File: src/rtl/exec_occupancy_tracker_pkg.sv
// Shared types and defaults for the execute-occupancy tracker.
//   exec_state_t   : occupancy state of the single execute unit
//   EXEC_*_LAT     : default short/long latencies in cycles
//   EXEC_CNT_W     : default retirement counter width
//   exec_rem_w()   : width of the remaining-cycle counter for a given long latency
package exec_pkg;

    typedef enum logic [1:0] {
        IDLE       = 2'd0,
        EXEC_SHORT = 2'd1,
        EXEC_LONG  = 2'd2
    } exec_state_t;

    localparam int EXEC_SHORT_LAT = 1;
    localparam int EXEC_LONG_LAT  = 4;
    localparam int EXEC_CNT_W     = 16;

    // The counter must be able to hold LONG_LAT itself, hence the +1.
    function automatic int exec_rem_w(input int long_lat);
        return $clog2(long_lat + 1);
    endfunction

endpackage

File: src/rtl/exec_occupancy_tracker_if.sv
// Issue/occupancy/retire bundle between the level-2 instruction buffer and
// the execute-occupancy tracker.
//   master (buffer side)  : drives issue_valid, issue_is_long, flush;
//                           observes lookahead, retire and error outputs.
//   slave  (tracker side) : the mirror image.
interface exec_occupancy_tracker_if #(
    parameter int CNT_W = exec_pkg::EXEC_CNT_W
) ();

    logic             issue_valid;
    logic             issue_is_long;
    logic             flush;
    logic             exec_busy;
    logic             exec_will_free_next;
    logic             retire_valid;
    logic             retire_was_long;
    logic [CNT_W-1:0] retired_count;
    logic             err_issue_busy;

    modport master (
        output issue_valid,
        output issue_is_long,
        output flush,
        input  exec_busy,
        input  exec_will_free_next,
        input  retire_valid,
        input  retire_was_long,
        input  retired_count,
        input  err_issue_busy
    );

    modport slave (
        input  issue_valid,
        input  issue_is_long,
        input  flush,
        output exec_busy,
        output exec_will_free_next,
        output retire_valid,
        output retire_was_long,
        output retired_count,
        output err_issue_busy
    );

endinterface

File: src/rtl/exec_occupancy_tracker_counter.sv
// Remaining-cycle down counter for the in-flight execute instruction.
//   clk        : rising-edge clock
//   clear      : force rem to 0 (highest priority; also used for reset)
//   load       : load rem with load_value
//   load_value : latency of the newly accepted instruction
//   decrement  : rem <= rem - 1 (lowest priority)
//   rem        : remaining cycles of the in-flight instruction (0 = none)
//   is_one     : rem == 1, i.e. the instruction completes at the next edge
//   is_zero    : rem == 0, i.e. nothing in flight
module latency_down_counter #(
    parameter int REM_W = 3
) (
    input  logic             clk,
    input  logic             clear,
    input  logic             load,
    input  logic [REM_W-1:0] load_value,
    input  logic             decrement,
    output logic [REM_W-1:0] rem,
    output logic             is_one,
    output logic             is_zero
);

    always_ff @(posedge clk) begin
        if (clear) begin
            rem <= '0;
        end else if (load) begin
            rem <= load_value;
        end else if (decrement) begin
            rem <= rem - REM_W'(1);
        end
    end

    assign is_one  = (rem == REM_W'(1));
    assign is_zero = (rem == '0);

endmodule

File: src/rtl/exec_occupancy_tracker.sv
// Occupancy model of the single execute unit downstream of the level-2
// instruction buffer. Accepts one instruction per cycle when the unit is
// free or freeing, holds it for SHORT_LAT or LONG_LAT cycles, and reports
// retirements and issue-while-busy protocol errors.
//   clk   : rising-edge clock
//   reset : synchronous, active-low
//   bus   : slave side of exec_occupancy_tracker_if
//           in : issue_valid, issue_is_long, flush
//           out: exec_busy, exec_will_free_next (lookahead, from state only),
//                retire_valid/retire_was_long (one-cycle pulse after completion),
//                retired_count (wraps), err_issue_busy (sticky until reset)
module exec_occupancy_tracker
    import exec_pkg::*;
#(
    parameter int SHORT_LAT = EXEC_SHORT_LAT,
    parameter int LONG_LAT  = EXEC_LONG_LAT,
    parameter int CNT_W     = EXEC_CNT_W
) (
    input  logic                      clk,
    input  logic                      reset,
    exec_occupancy_tracker_if.slave   bus
);

    localparam int REM_W = exec_rem_w(LONG_LAT);

    exec_state_t      state_q;
    logic [REM_W-1:0] rem_q;
    logic             rem_is_one;
    logic             rem_is_zero;

    logic             busy;
    logic             will_free;
    logic             accept;
    logic             issue_blocked;

    logic             ctr_clear;
    logic             ctr_dec;
    logic [REM_W-1:0] ctr_load_value;

    logic             retire_vld_p1;
    logic             retire_long_p1;
    logic [CNT_W-1:0] retired_cnt_p1;
    logic             err_busy_q;

    // Lookahead is a pure function of registered state so the buffer can use
    // it in the same cycle it chooses between pop and bypass.
    assign busy      = (state_q != IDLE);
    assign will_free = rem_is_one;

    assign accept = bus.issue_valid && (!busy || will_free) && !bus.flush;

    // rem is non-zero exactly while an instruction is in flight, so "busy and
    // not freeing" is the same as rem > 1.
    assign issue_blocked = bus.issue_valid && !rem_is_zero && !rem_is_one;

    assign ctr_load_value = bus.issue_is_long ? REM_W'(LONG_LAT) : REM_W'(SHORT_LAT);

    // Completion without a replacement returns rem to 0 via clear; a new
    // accept in the freeing cycle overrides it with a fresh load.
    assign ctr_clear = !reset || bus.flush || (rem_is_one && !accept);
    assign ctr_dec   = (rem_q > REM_W'(1)) && !accept;

    latency_down_counter #(
        .REM_W (REM_W)
    ) u_rem (
        .clk        (clk),
        .clear      (ctr_clear),
        .load       (accept),
        .load_value (ctr_load_value),
        .decrement  (ctr_dec),
        .rem        (rem_q),
        .is_one     (rem_is_one),
        .is_zero    (rem_is_zero)
    );

    // ---- stage p1: occupancy state, retire pulse, counter, error flag ----
    always_ff @(posedge clk) begin
        if (!reset) begin
            state_q        <= IDLE;
            retire_vld_p1  <= 1'b0;
            retire_long_p1 <= 1'b0;
            retired_cnt_p1 <= '0;
            err_busy_q     <= 1'b0;
        end else if (bus.flush) begin
            state_q       <= IDLE;
            retire_vld_p1 <= 1'b0;
        end else begin
            retire_vld_p1 <= rem_is_one;
            if (rem_is_one) begin
                retire_long_p1 <= (state_q == EXEC_LONG);
                retired_cnt_p1 <= retired_cnt_p1 + CNT_W'(1);
            end

            if (accept) begin
                state_q <= bus.issue_is_long ? EXEC_LONG : EXEC_SHORT;
            end else if (rem_is_one) begin
                state_q <= IDLE;
            end

            if (issue_blocked) begin
                err_busy_q <= 1'b1;
            end
        end
    end

    assign bus.exec_busy           = busy;
    assign bus.exec_will_free_next = will_free;
    assign bus.retire_valid        = retire_vld_p1;
    assign bus.retire_was_long     = retire_long_p1;
    assign bus.retired_count       = retired_cnt_p1;
    assign bus.err_issue_busy      = err_busy_q;

endmodule
File: src/flat_wrapper.sv
// flat-port wrapper written by rule: the top's interface ports become plain ports
module exec_occupancy_tracker_flat import exec_pkg::*;
#(
    parameter int SHORT_LAT = EXEC_SHORT_LAT,
    parameter int LONG_LAT  = EXEC_LONG_LAT,
    parameter int CNT_W     = EXEC_CNT_W
)
  (clk, reset, bus_issue_valid, bus_issue_is_long, bus_flush, bus_exec_busy, bus_exec_will_free_next, bus_retire_valid, bus_retire_was_long, bus_retired_count, bus_err_issue_busy);
  exec_occupancy_tracker_if #(.CNT_W(CNT_W)) bus_i ();
  input  logic clk;
  input  logic reset;
  input wire logic [$bits(bus_i.issue_valid)-1:0] bus_issue_valid;
  input wire logic [$bits(bus_i.issue_is_long)-1:0] bus_issue_is_long;
  input wire logic [$bits(bus_i.flush)-1:0] bus_flush;
  output wire logic [$bits(bus_i.exec_busy)-1:0] bus_exec_busy;
  output wire logic [$bits(bus_i.exec_will_free_next)-1:0] bus_exec_will_free_next;
  output wire logic [$bits(bus_i.retire_valid)-1:0] bus_retire_valid;
  output wire logic [$bits(bus_i.retire_was_long)-1:0] bus_retire_was_long;
  output wire logic [$bits(bus_i.retired_count)-1:0] bus_retired_count;
  output wire logic [$bits(bus_i.err_issue_busy)-1:0] bus_err_issue_busy;
  assign bus_i.issue_valid = bus_issue_valid;
  assign bus_i.issue_is_long = bus_issue_is_long;
  assign bus_i.flush = bus_flush;
  assign bus_exec_busy = bus_i.exec_busy;
  assign bus_exec_will_free_next = bus_i.exec_will_free_next;
  assign bus_retire_valid = bus_i.retire_valid;
  assign bus_retire_was_long = bus_i.retire_was_long;
  assign bus_retired_count = bus_i.retired_count;
  assign bus_err_issue_busy = bus_i.err_issue_busy;
  exec_occupancy_tracker #(.SHORT_LAT(SHORT_LAT), .LONG_LAT(LONG_LAT), .CNT_W(CNT_W)) u_core (.clk(clk), .reset(reset), .bus(bus_i));
endmodule
File: config.mk
export PLATFORM = sky130hd
export DESIGN_NAME = exec_occupancy_tracker_flat
export DESIGN_NICKNAME = d
export VERILOG_FILES = /design/src/rtl/exec_occupancy_tracker_pkg.sv /design/src/rtl/exec_occupancy_tracker_if.sv /design/src/rtl/exec_occupancy_tracker_counter.sv /design/src/rtl/exec_occupancy_tracker.sv /design/src/flat_wrapper.sv
export SDC_FILE = /design/constraint.sdc
export NUM_CORES = 1
export LEC_CHECK = 0
export CAP_MARGIN = 20
export CORE_UTILIZATION = 37
export DETAILED_ROUTE_END_ITERATION = 6
export DONT_BUFFER_PORTS = 1
export GPL_TIMING_DRIVEN = 0
export PLACE_DENSITY_LB_ADDON = 0.25
export SYNTH_ARGS = -nofsm -noshare
export SYNTH_HDL_FRONTEND = slang
export SYNTH_HIERARCHICAL = 1
export SYNTH_SLANG_ARGS = --single-unit
File: constraint.sdc
create_clock -name clk -period 1.91 [get_ports clk]
set_input_delay 0.2865 -clock clk [delete_from_list [all_inputs] [get_ports clk]]
set_output_delay 0.2865 -clock clk [all_outputs]
set_load 0.02 [all_outputs]
Word level (Yosys, flattened, before mapping)
Cells that the tools add are included.
- bits in registers: 24
- bits of input ports: 5
- output and inout port bits: 21
- word-level logic and storage cells: 41
- add/sub/neg operators: 2
- $lt $le $gt $ge: 1
- equal/unequal tests: 2
- mux-type cells: 6
- bitwise operators: 2
- reduce and logical (&&, ||, !) cells: 22
- operators with widths (operator ; number):
    $add 16x1->16 const B ; 1
    $mux 3 ; 3
    $logic_and 1x1->1 ; 6
    $logic_not 1->1 ; 6
    $mux 2 ; 3
    $reduce_bool 2->1 ; 3
    $reduce_and 2->1 ; 2
    $eq 3x1->1 const B ; 1
    $gt 3x1->1 const B ; 1
    $logic_not 3->1 ; 1
    $logic_or 1x1->1 ; 3
    $sub 3x1->3 const B ; 1
    $eq 2x2->1 const B ; 1
    $not 1->1 ; 2
    $reduce_or 2->1 ; 1

Logic depth before layout (Yosys ltp)
Gate-level depths: netlist of the first run.
- depth in word-level cells: 9
- mapped depth: 8
- gate-level depth less buffers: 7

Cells and area by module
The synthesis of the first run kept the hierarchy.
- by module, submodules not included (module ; times used ; cells an instance ; area each (sq um) ; seq. area each (sq um)):
    exec_occupancy_tracker ; 1 ; 107 ; 932.1 ; 420.4
    latency_down_counter ; 1 ; 22 ; 206.4 ; 60.1

Worst setup path after synthesis of the first run
No wires, ideal clock.
- path type: register to register
- start point: reg u_core.u_rem.rem[1]
- end point: reg u_core.retired_cnt_p1[15] (netlist: u_core/bus.retired_count[15])
- library setup time: 72 ps
- arrival: 2090 ps
- required time: 1838 ps
- setup slack: -252 ps
- cell stages (with the launch flop): 9
- path buffers: 1
- period minus slack after synthesis: 2162 ps
- path through: dfxtp_1 inv_1 ha_1 nor2b_1 nor2b_1 buf_4 nand2_1 or4_1 a21oi_1
- cells in the longest elaborated chain, start to end: 2
- ends and longest elaborated chain (what ; RTL line ; RTL):
    start, declared ; exec_occupancy_tracker_counter.sv:18 ; output logic [REM_W-1:0] rem,
    start signal, assigned ; exec_occupancy_tracker_counter.sv:27 ; rem <= load_value;
    start signal, assigned ; exec_occupancy_tracker_counter.sv:29 ; rem <= rem - REM_W'(1);
    $eq 3x1->1 ; exec_occupancy_tracker_counter.sv:33 ; assign is_one = (rem == REM_W'(1));
    named net bus_exec_will_free_next ; flat_wrapper.sv:16 ; output wire logic [$bits(bus_i.exec_will_free_next)-1:0] bus_exec_will_free_next;
    $reduce_and 2->1 (no source line) ; n/a ;
    end signal, assigned ; exec_occupancy_tracker.sv:91 ; retired_cnt_p1 <= retired_cnt_p1 + CNT_W'(1);
    end, declared ; exec_occupancy_tracker.sv:42 ; logic [CNT_W-1:0] retired_cnt_p1;
The timed path passes the listed nets, and every way through them passes these cells.
A chain may end at the register's enable or synchronous reset.

Worst setup path after layout of the first run
Ends and elaborated chain as after synthesis.

==> results of run 1 <==
layer usage:
layer,vias to the layer above,wire length [um],track usage
met3,5,124,0.03401
met5,-,0,0
li1,468,-,-
met4,0,42,0.08014
met2,16,1128,0.2591
met1,431,1148,0.1941
worst max-delay path: stages, from the launching register on:
cell and delay (ns):
dfxtp_2 0.35, inv_2 0.06, ha_2 0.16, nor2b_4 0.29, nor2b_4 0.29, nand2_8 0.07
or4_4 0.42, a21oi_2 0.14
cell type report:
cell class,instances,area [sq um]
fill,273,1494
tap,31,38.79
timing repair buffer,7,52.55
inverter,8,30.03
multi-input combinational,94,679.4
clock buffer,4,36.28
buffer,2,15.01
sequential,24,483.0
flip-flops by register name, indices dropped and copies added (netlist names):
name	count
u_core/bus.retire_valid	1
u_core/state_q	2
u_core/u_rem/rem	3
u_core/bus.retired_count	16
u_core/bus.retire_was_long	1
u_core/bus.err_issue_busy	1
timing repair:
item | in CTS | in global routing
hold endpoints to repair | 0 | 0
resized for setup | 6 | 13
setup buffers | 3 | 5
pin swaps | 2 | 4
endpoints found under the setup margin | 6 | 7
gates cloned | 0 | 1
how the worst max path moves through the flow:
| stage | startpoint | to | slack, ns |
|---|---|---|---|
| after global routing | u_core/u_rem/rem[1]$_SDFFE_PP0P_ | u_core/bus.retired_count[15]$_SDFFE_PN0P_ | 0.01 |
| after CTS | u_core/u_rem/rem[1]$_SDFFE_PP0P_ | u_core/bus.retired_count[15]$_SDFFE_PN0P_ | 0.004 |
| after detailed placement | u_core/u_rem/rem[1]$_SDFFE_PP0P_ | u_core/bus.retired_count[15]$_SDFFE_PN0P_ | -0.21 |
| after global placement | u_core/u_rem/rem[1]$_SDFFE_PP0P_ | u_core/bus.retired_count[14]$_SDFFE_PN0P_ | -0.16 |
| final | u_core/u_rem/rem[1]$_SDFFE_PP0P_ | u_core/bus.retired_count[15]$_SDFFE_PN0P_ | 0.07 |
| after floorplan | u_core/u_rem/rem[1]$_SDFFE_PP0P_ | u_core/bus.retired_count[15]$_SDFFE_PN0P_ | 0.02 |
stage by stage:
step | util | setup slack [ns] | TNS, ns | instances | total power [mW]
after floorplan | - | 0.01707 | 0 | 129 | 0.5741
after global placement | 0.4188 | -0.1603 | -0.4377 | 160 | 0.5843
after detailed placement | 0.4188 | -0.2114 | -0.7056 | 160 | 0.5858
after CTS | 0.4423 | 0.004309 | 0 | 166 | 0.8611
after global routing | 0.4719 | 0.01164 | 0 | 170 | 0.9024
final | 0.4719 | 0.06946 | 0 | 170 | 0.8626
power groups by stage:
| stage | Combinational [mW] | Sequential (mW) | Clock [mW] |
|---|---|---|---|
| 2_1_floorplan | 0.0483 | 0.526 | 0 |
| 3_3_place_gp | 0.0571 | 0.527 | 0 |
| 3_5_place_dp | 0.0586 | 0.527 | 0 |
| 4_1_cts | 0.0623 | 0.517 | 0.282 |
| 5_1_grt | 0.0751 | 0.518 | 0.309 |
| 6_report | 0.0679 | 0.517 | 0.278 |
placed cells by master (no fill, tap or decap), types with 2 or more instances in the layout:
| master | n |
|---|---|
| a211oi_1 | 2 |
| a21oi_1 | 5 |
| a21oi_2 | 3 |
| and3_1 | 2 |
| and4_1 | 2 |
| buf_4 | 7 |
| clkbuf_4 | 3 |
| dfxtp_1 | 22 |
| dfxtp_2 | 2 |
| ha_1 | 3 |
| inv_1 | 6 |
| nand2_1 | 7 |
| nand3_1 | 4 |
| nand3b_1 | 2 |
| nand4_1 | 3 |
| nor2_1 | 17 |
| nor2b_1 | 3 |
| nor2b_4 | 2 |
| o21ai_0 | 5 |
| or3_1 | 2 |
| or3_4 | 2 |
| xnor2_1 | 2 |
| xor2_1 | 9 |
kinds of logic after synthesis:
logic type | count (synthesis) | synth area share
and+or+nand+nor | 55 | 0.2692
DFF | 24 | 0.4220
AOI/OAI and AO/OA | 21 | 0.1187
buffers and inverters | 12 | 0.04946
xor gates and xnor gates | 11 | 0.08462
adders and majority gates | 4 | 0.04396
other | 1 | 0.003294
muxes | 1 | 0.008792
==> results.json, run 1 <==
{
  "nNetsFinal": 149,
  "first_pass_iters": 6,
  "antennaDiodeCount": 0,
  "grt_pass1_wl_um": 3988,
  "rows": 19,
  "yosys_warnings": 6,
  "syn-num-nets": 138,
  "viasPerCell": 5.412,
  "dieHeight_um": 57.48,
  "postCtsHoldBufs": 0,
  "yosysMostFrequentCell": "dfxtp_1",
  "max_freq_mhz": 543.3,
  "seqPwrFrac": 0.599,
  "critPathKind": "reg -> reg",
  "synth_cells": 129,
  "ys_seq_area_frac": 0.4220,
  "cts_tree": "built",
  "ys.flop_type": "dfxtp_1",
  "synth.distinct_cells": 36,
  "vias": 920,
  "rsz0062_at_grt": "false",
  "p_sw_uw": 211.2,
  "final_area_sq_um": 1335,
  "worstSetupStartpointType": "flop",
  "ys_ff_latch": 24,
  "endpoint_kind": "flop",
  "grt_pass1_vias": 904,
  "clock-sinks": 24,
  "p_clk_frac": 0.322,
  "drc_errors": 2,
  "power.density_nw_per_um2": 646.1,
  "status": "finished with violations",
  "r2r-end": "u_core/bus.retired_count[15]$_SDFFE_PN0P_",
  "synth_area_leader_cell": "dfxtp_1",
  "fin_crit_sh": 0.9636,
  "p_leak_nw": 0.5060,
  "clk_transition_reported_paths_ns": 0.14,
  "hp-class": "in -> reg",
  "p_comb_frac": 0.079,
  "grt_max_degree": 14,
  "ant_nets": 0,
  "avgSynthCellArea_sq_um": 8.826,
  "grt_overflow": 0,
  "hold_end": "u_core/bus.retire_valid$_SDFF_PP0_",
  "finalSetupViolCount": 0,
  "die-area_sq_um": 3303,
  "routedWlPerCell_um": 14.38,
  "skew_ns": 0.005665,
  "hold_slack_ns": 0.01768,
  "yosys-top-cells-area": "dfxtp_1 (42%), xor2_1 (6.9%), nor2_1 (5.9%)",
  "synthTopCellsByCount": "dfxtp_1 (24), nor2_1 (18), xor2_1 (9), a21oi_1 (8), nand2_1 (8)",
  "r2r_cells": 7,
  "core_sq_um": 2829,
  "drive_above_1_share": 0.2302,
  "start_util": 0.4025,
  "cp.required_ns": 2.17,
  "placed_area_sq_um": 1185,
  "hpwlAfterDp_um": 1645,
  "antenna_found_initial": 0,
  "rrSetupSlack_ns": 0.07,
  "hold_depth": 1,
  "cap_viol_max_count": 0,
  "grt_use_total": 0.1578,
  "cts_max_level": 1,
  "insertion_delay_ns": 0.32,
  "internal-power_uw": 651.4,
  "arrival_ns": 2.10,
  "min_period_ns": 1.841,
  "numPortBuffers": 0,
  "drtIter0Drc": 19,
  "worstPathMaxFanout": 6,
  "hp-start": "bus_flush",
  "wl_um": 2444,
  "max-clock-path-buffers": 2,
  "areaGrowthSynthToFinish_pct": 17.25,
  "ir_drop_mv": 0.2866,
  "synth_top_area_share": 0.4220,
  "cts_buffers": 3,
  "root_buffer": "clkbuf_4",
  "switching_share": 0.2449,
  "synth_area_sq_um": 1139,
  "synth-edff-count": 0,
  "synthArstFlopShare": 0,
  "finalHoldViolCount": 0,
  "io_pins": 26,
  "regToRegStartpoint": "u_core/u_rem/rem[1]$_SDFFE_PP0P_",
  "place_congestion": 0.7101,
  "violations": "DRC",
  "slew_viol_final": 0,
  "die_x_um": 57.48
}
No activity file was read; power rests on OpenSTA's default activity.
==> inputs of run 2 (changes only) <==
--- a/config.mk
+++ b/config.mk
@@ -5,13 +5,12 @@
 export SDC_FILE = /design/constraint.sdc
 export NUM_CORES = 1
 export LEC_CHECK = 0
+export BUFFER_PORTS_ARGS = -buffer_cell sky130_fd_sc_hd__buf_2
 export CAP_MARGIN = 20
 export CORE_UTILIZATION = 37
 export DETAILED_ROUTE_END_ITERATION = 6
-export DONT_BUFFER_PORTS = 1
 export GPL_TIMING_DRIVEN = 0
 export PLACE_DENSITY_LB_ADDON = 0.25
 export SYNTH_ARGS = -nofsm -noshare
 export SYNTH_HDL_FRONTEND = slang
-export SYNTH_HIERARCHICAL = 1
 export SYNTH_SLANG_ARGS = --single-unit
==> results.json, run 2 <==
{
  "yosys-top-cells-area": "dfxtp_1 (43%), a21oi_1 (5.4%), xor2_1 (4.7%)",
  "violations": "DRC",
  "synth_area_sq_um": 1120,
  "tightest_slew_ns": 0.5177,
  "skew_ns": 0.005419,
  "grt_use_total": 0.1558,
  "power.density_nw_per_um2": 641.3,
  "grt_pass1_vias": 907,
  "drc_errors": 4,
  "hpwlAfterDp_um": 1760,
  "die-area_sq_um": 3251,
  "cts_tree": "built",
  "drtIter0Drc": 43,
  "rows": 19,
  "postCtsHoldBufs": 0,
  "grt_pass1_wl_um": 3967,
  "max-clock-path-buffers": 2,
  "largest_reg_flops": 16,
  "nNetsFinal": 169,
  "dieHeight_um": 57.02,
  "cp_top_family": "simple AND/OR/NAND/NOR gates",
  "vias": 1006,
  "synth_top_area_share": 0.4291,
  "ant_nets": 0,
  "p_leak_nw": 0.5698,
  "rsz0062_at_grt": "false",
  "numPortBuffers": 25,
  "ys_seq_area_frac": 0.4291,
  "yosysMostFrequentCell": "dfxtp_1",
  "arrival_ns": 2.05,
  "start_util": 0.3992,
  "fin_crit_sh": 0.9441,
  "final_common_cell": "buf_2",
  "finalHoldViolCount": 0,
  "worst-path-buf-inv": 2,
  "worstPathMaxFanout": 7,
  "antenna_found_initial": 0,
  "final_cells": 190,
  "slew_viol_final": 0,
  "crit_chain": "inv_4 > ha_4 > nor4bb_1 > buf_4 > nand3_4 > or4_4 > a21oi_2",
  "antennaDiodeCount": 0,
  "finalSetupViolCount": 0,
  "min_period_ns": 1.803,
  "root_buffer": "clkbuf_4",
  "grt_overflow": 0,
  "grt_max_degree": 15,
  "viasPerCell": 5.295,
  "synth.distinct_cells": 34,
  "ys.flop_type": "dfxtp_1",
  "synthArstFlopShare": 0,
  "setup_tns_ns": 0,
  "syn-num-nets": 133,
  "endpoint_kind": "flop",
  "synth_cells": 124,
  "worstSetupStartpointType": "flop",
  "synthTopCellsByCount": "dfxtp_1 (24), a21oi_1 (12), nor2_1 (11), nand2_1 (7)",
  "slew_headroom": 0.6541,
  "cp.required_ns": 2.16,
  "cp_slowest_stage_delay_ns": 0.53,
  "place_congestion": 0.7284,
  "slowest_stage": "or4_4",
  "synth-edff-count": 0,
  "post-route-util": 0.5107,
  "die_x_um": 57.02,
  "status": "finished with violations",
  "hp-class": "in -> reg",
  "ys_ff_latch": 24,
  "avgSynthCellArea_sq_um": 9.031,
  "cap_viol_max_count": 0,
  "cts_buffers": 3,
  "yosys_warnings": 0,
  "clock-sinks": 24,
  "place_inst": 180,
  "clk_transition_reported_paths_ns": 0.13,
  "drive_above_1_share": 0.3333,
  "wl_um": 2459,
  "synth_area_leader_cell": "dfxtp_1",
  "core_sq_um": 2805,
  "io_pins": 26,
  "routedWlPerCell_um": 12.94,
  "max_freq_mhz": 554.6,
  "ir_drop_mv": 0.4695,
  "insertion_delay_ns": 0.31,
  "critPathKind": "reg -> reg",
  "final_cell_mix": "buf_2 (25), dfxtp_1 (22), nor2_1 (11), buf_4 (9), a21oi_1 (8)",
  "cts_max_level": 1,
  "first_pass_iters": 6,
  "layout_setup_ws_ns": 0.1068,
  "pre_cts_ws_ns": -0.07288,
  "areaGrowthSynthToFinish_pct": 27.93
}
run 2: kinds of logic (layout without fill, tap and decap cells):
family / Yosys count / count (layout) / share of synthesized area
AOI/OAI and AO/OA: 25 / 25 / 0.1296
xor gates and xnor gates: 9 / 9 / 0.07039
adders and majority gates: 4 / 4 / 0.04469
buffers and inverters: 9 / 44 / 0.03686
DFF: 24 / 24 / 0.4290
muxes: 1 / 1 / 0.008939
and+or+nand+nor: 52 / 52 / 0.2805
run 2: where the power goes:
| part | switching, mW | leakage, nW | internal (mW) |
|---|---|---|---|
| logic | 0.0297 | 0.347 | 0.0181 |
| registers | 0.00385 | 0.195 | 0.505 |
| clock network | 0.150 | 0.0279 | 0.212 |
run 2: final timing paths:
kind | from | end | slack (ns) | cells after the start
worst max register to register | u_core.u_rem.rem[1]$_SDFFE_PP0P_ | u_core.bus.retired_count[13]$_SDFFE_PN0P_ | 0.11 | 7
worst min-delay path | reset | u_core.bus.retired_count[2]$_SDFFE_PN0P_ | 0.21 | 2
worst max-delay path | u_core.u_rem.rem[1]$_SDFFE_PP0P_ | u_core.bus.retired_count[13]$_SDFFE_PN0P_ | 0.11 | 7
worst min register to register | u_core.state_q[0]$_SDFFE_PP0P_ | u_core.state_q[0]$_SDFFE_PP0P_ | 0.47 | 2
run 2: metal layers:
metal | share of wire | up-vias | global-route usage
li1 | - | 511 | -
met1 | 0.45 | 471 | 0.1856
met2 | 0.50 | 22 | 0.2824
met3 | 0.040 | 2 | 0.04082
met4 | 0.0061 | 0 | 0.03136
met5 | 0 | - | 0
run 2: through the flow:
stage          power (mW)  hold WS, ns  instance area, sq um
2_1_floorplan      0.5486       0.3658                  1120
3_3_place_gp       0.5640       0.4512                  1284
3_5_place_dp       0.5661       0.4576                  1284
4_1_cts            0.9272       0.1972                  1354
5_1_grt            0.9608       0.1950                  1433
6_report           0.9187       0.2061                  1433
run 2: timing repair:
| action | CTS | global route |
|---|---|---|
| gates cloned | 0 | 0 |
| setup buffers | 1 | 6 |
| pin swaps | 1 | 1 |
| gates resized for setup | 3 | 11 |
| endpoints found under the setup margin | 4 | 5 |
run 2: layout make-up:
class,count,area [sq um]
Clock buffer,3,22.52
Tap cell,31,38.79
Sequential cell,24,483.0
Clock inverter,1,30.03
Fill cell,283,1373
Timing Repair Buffer,32,177.7
Buffer,3,18.77
Multi-Input combinational cell,91,640.6
Inverter,5,21.27
run 2: worst reg2reg max path, delay by kind of cell (launching register included):
| kind | cells | cell delay, ns |
|---|---|---|
| AO/OA/AOI/OAI | 1 | 0.14 |
| adder cells (fa/ha/maj) | 1 | 0.13 |
| buffers and inverters | 2 | 0.26 |
| flip-flops | 1 | 0.36 |
| AND/OR/NAND/NOR | 3 | 0.84 |
==> inputs of run 3 (changes only) <==
--- a/config.mk
+++ b/config.mk
@@ -7,10 +7,12 @@
 export LEC_CHECK = 0
 export BUFFER_PORTS_ARGS = -buffer_cell sky130_fd_sc_hd__buf_2
 export CAP_MARGIN = 20
+export CORE_MARGIN = 2
 export CORE_UTILIZATION = 37
 export DETAILED_ROUTE_END_ITERATION = 6
 export GPL_TIMING_DRIVEN = 0
 export PLACE_DENSITY_LB_ADDON = 0.25
 export SYNTH_ARGS = -nofsm -noshare
 export SYNTH_HDL_FRONTEND = slang
+export SYNTH_HIERARCHICAL = 1
 export SYNTH_SLANG_ARGS = --single-unit
==> results.json, run 3 (same netlist as run 1, synthesis figures left out) <==
{
  "postCtsHoldBufs": 0,
  "slew_viol_final": 0,
  "power.total_uw": 963.5,
  "routedWlPerCell_um": 11.96,
  "hp-class": "in -> reg",
  "pre_cts_ws_ns": -0.1058,
  "cts_buffers": 3,
  "p_leak_nw": 0.6348,
  "worst-path-buf-inv": 0,
  "status": "complete, no violations",
  "worstPathMaxFanout": 6,
  "ant_nets": 0,
  "endpoint_kind": "flop",
  "finalSetupViolCount": 0,
  "die_x_um": 59.48,
  "core_sq_um": 2978,
  "grt_max_degree": 15,
  "slowest_stage": "or3_2",
  "skew_ns": 0.009077,
  "drc_errors": 0,
  "first_pass_iters": 4,
  "antenna_found_initial": 0,
  "fin_crit_sh": 0.9403,
  "layout_setup_ws_ns": 0.1141,
  "drtIter0Drc": 25,
  "dieHeight_um": 59.48,
  "worstSetupStartpointType": "flop",
  "critPathKind": "reg -> reg",
  "crit_chain": "ha_1 > nor2b_4 > and4b_2 > nand2_1 > or3_2 > a21oi_1",
  "cts_max_level": 1,
  "clk_transition_reported_paths_ns": 0.14,
  "cap_viol_max_count": 0,
  "io_pins": 26,
  "wl_met2_um": 1056,
  "drive_above_1_share": 0.2981,
  "insertion_delay_ns": 0.32,
  "root_buffer": "clkbuf_4",
  "final_cells": 194,
  "place_congestion": 0.7379,
  "maxUsedRoutingLayer": "met4",
  "final_cell_mix": "buf_2 (25), dfxtp_1 (23), nor2_1 (17), xor2_1 (9)",
  "hpwlAfterDp_um": 1666,
  "areaGrowthSynthToFinish_pct": 24.62,
  "finalHoldViolCount": 0,
  "min_period_ns": 1.796,
  "clock-sinks": 24,
  "hold_slack_ns": 0.2241,
  "viasPerCell": 5.026,
  "final_common_cell": "buf_2",
  "grt_pass1_vias": 923,
  "place_inst": 187,
  "cts_tree": "built",
  "arrival_ns": 2.05,
  "cp.required_ns": 2.17,
  "cp_top_family": "simple AND/OR/NAND/NOR gates",
  "cp_slowest_stage_delay_ns": 0.44,
  "wl_met1_um": 1160,
  "wl_um": 2320,
  "grt_use_total": 0.1494,
  "grt_pass1_wl_um": 4077,
  "route.met3.wl_um": 86,
  "start_util": 0.3824,
  "power.density_nw_per_um2": 679.1,
  "grt_overflow": 0,
  "ir_drop_mv": 0.3307,
  "fill_cells": 298,
  "numPortBuffers": 25,
  "nNetsFinal": 171,
  "die-area_sq_um": 3537,
  "max-clock-path-buffers": 2,
  "antennaDiodeCount": 0,
  "largest_reg_flops": 16,
  "max_freq_mhz": 556.8,
  "vias": 975,
  "rows": 20
}
## run 3: changes by cell type in the layout (fill, tap and decap cells not counted), moves of 3 or more
cell / change
a21oi_2: -3
buf_4: -4
inv_1: +3
nand2b_1: -3
nand4_1: -3
nor2_1: +6
o31ai_1: -3
or4_4: -3
xor2_1: +3
## run 3: final timing paths
kind                                                     to                                    start  slack (ns)  cells past startpoint
hold reg to reg     u_core/bus.retire_was_long$_SDFFE_PN0P_  u_core/bus.retire_was_long$_SDFFE_PN0P_        0.50                      2
setup / recovery  u_core/bus.retired_count[14]$_SDFFE_PN0P_         u_core/u_rem/rem[0]$_SDFFE_PP0P_        0.11                      6
setup reg to reg  u_core/bus.retired_count[14]$_SDFFE_PN0P_         u_core/u_rem/rem[0]$_SDFFE_PP0P_        0.11                      6
hold / removal           u_core/bus.retire_valid$_SDFF_PP0_                                bus_flush        0.22                      2
## run 3: power by group
group | switching, mW | leakage [nW] | internal (mW)
Sequential | 0.00604 | 0.194 | 0.507
Clock | 0.157 | 0.0279 | 0.212
Combinational | 0.0473 | 0.413 | 0.0333
Total | 0.211 | 0.635 | 0.753
## run 3: repair_timing
action | in CTS | in global routing
endpoints found under the setup margin | 4 | 5
setup buffers | 3 | 1
resized for setup | 3 | 7
cloned | 0 | 0
pin swaps | 0 | 1
endpoints found under the hold margin | 0 | 0
## run 3: area by class of cell
class                   instances  area [sq um]  area share
multi-input cells              93         635.6      0.4480
flip-flops and latches         24         481.7      0.3395
repair buffers                 29         155.1      0.1093
well taps                      33         41.29     0.02910
clock inverters                 1         30.03     0.02116
inverters                       8         30.03     0.02116
clock buffers                   3         22.52     0.01587
plain buffers                   3         22.52     0.01587
## run 3: through the flow
step,cell area [sq um],util,TNS (ns)
finish,1419,0.4765,0
global route,1419,0.4765,-0.003018
detailed placement,1313,0.4408,-0.2267
floorplan,1146,-,0
global placement,1313,0.4408,-0.1237
CTS,1394,0.4681,0
## run 3: layer usage
layer,global-route usage,up-vias
met1,0.2032,443
met5,0,-
met4,0.05844,0
met2,0.2386,21
met3,0.01965,2
li1,-,509
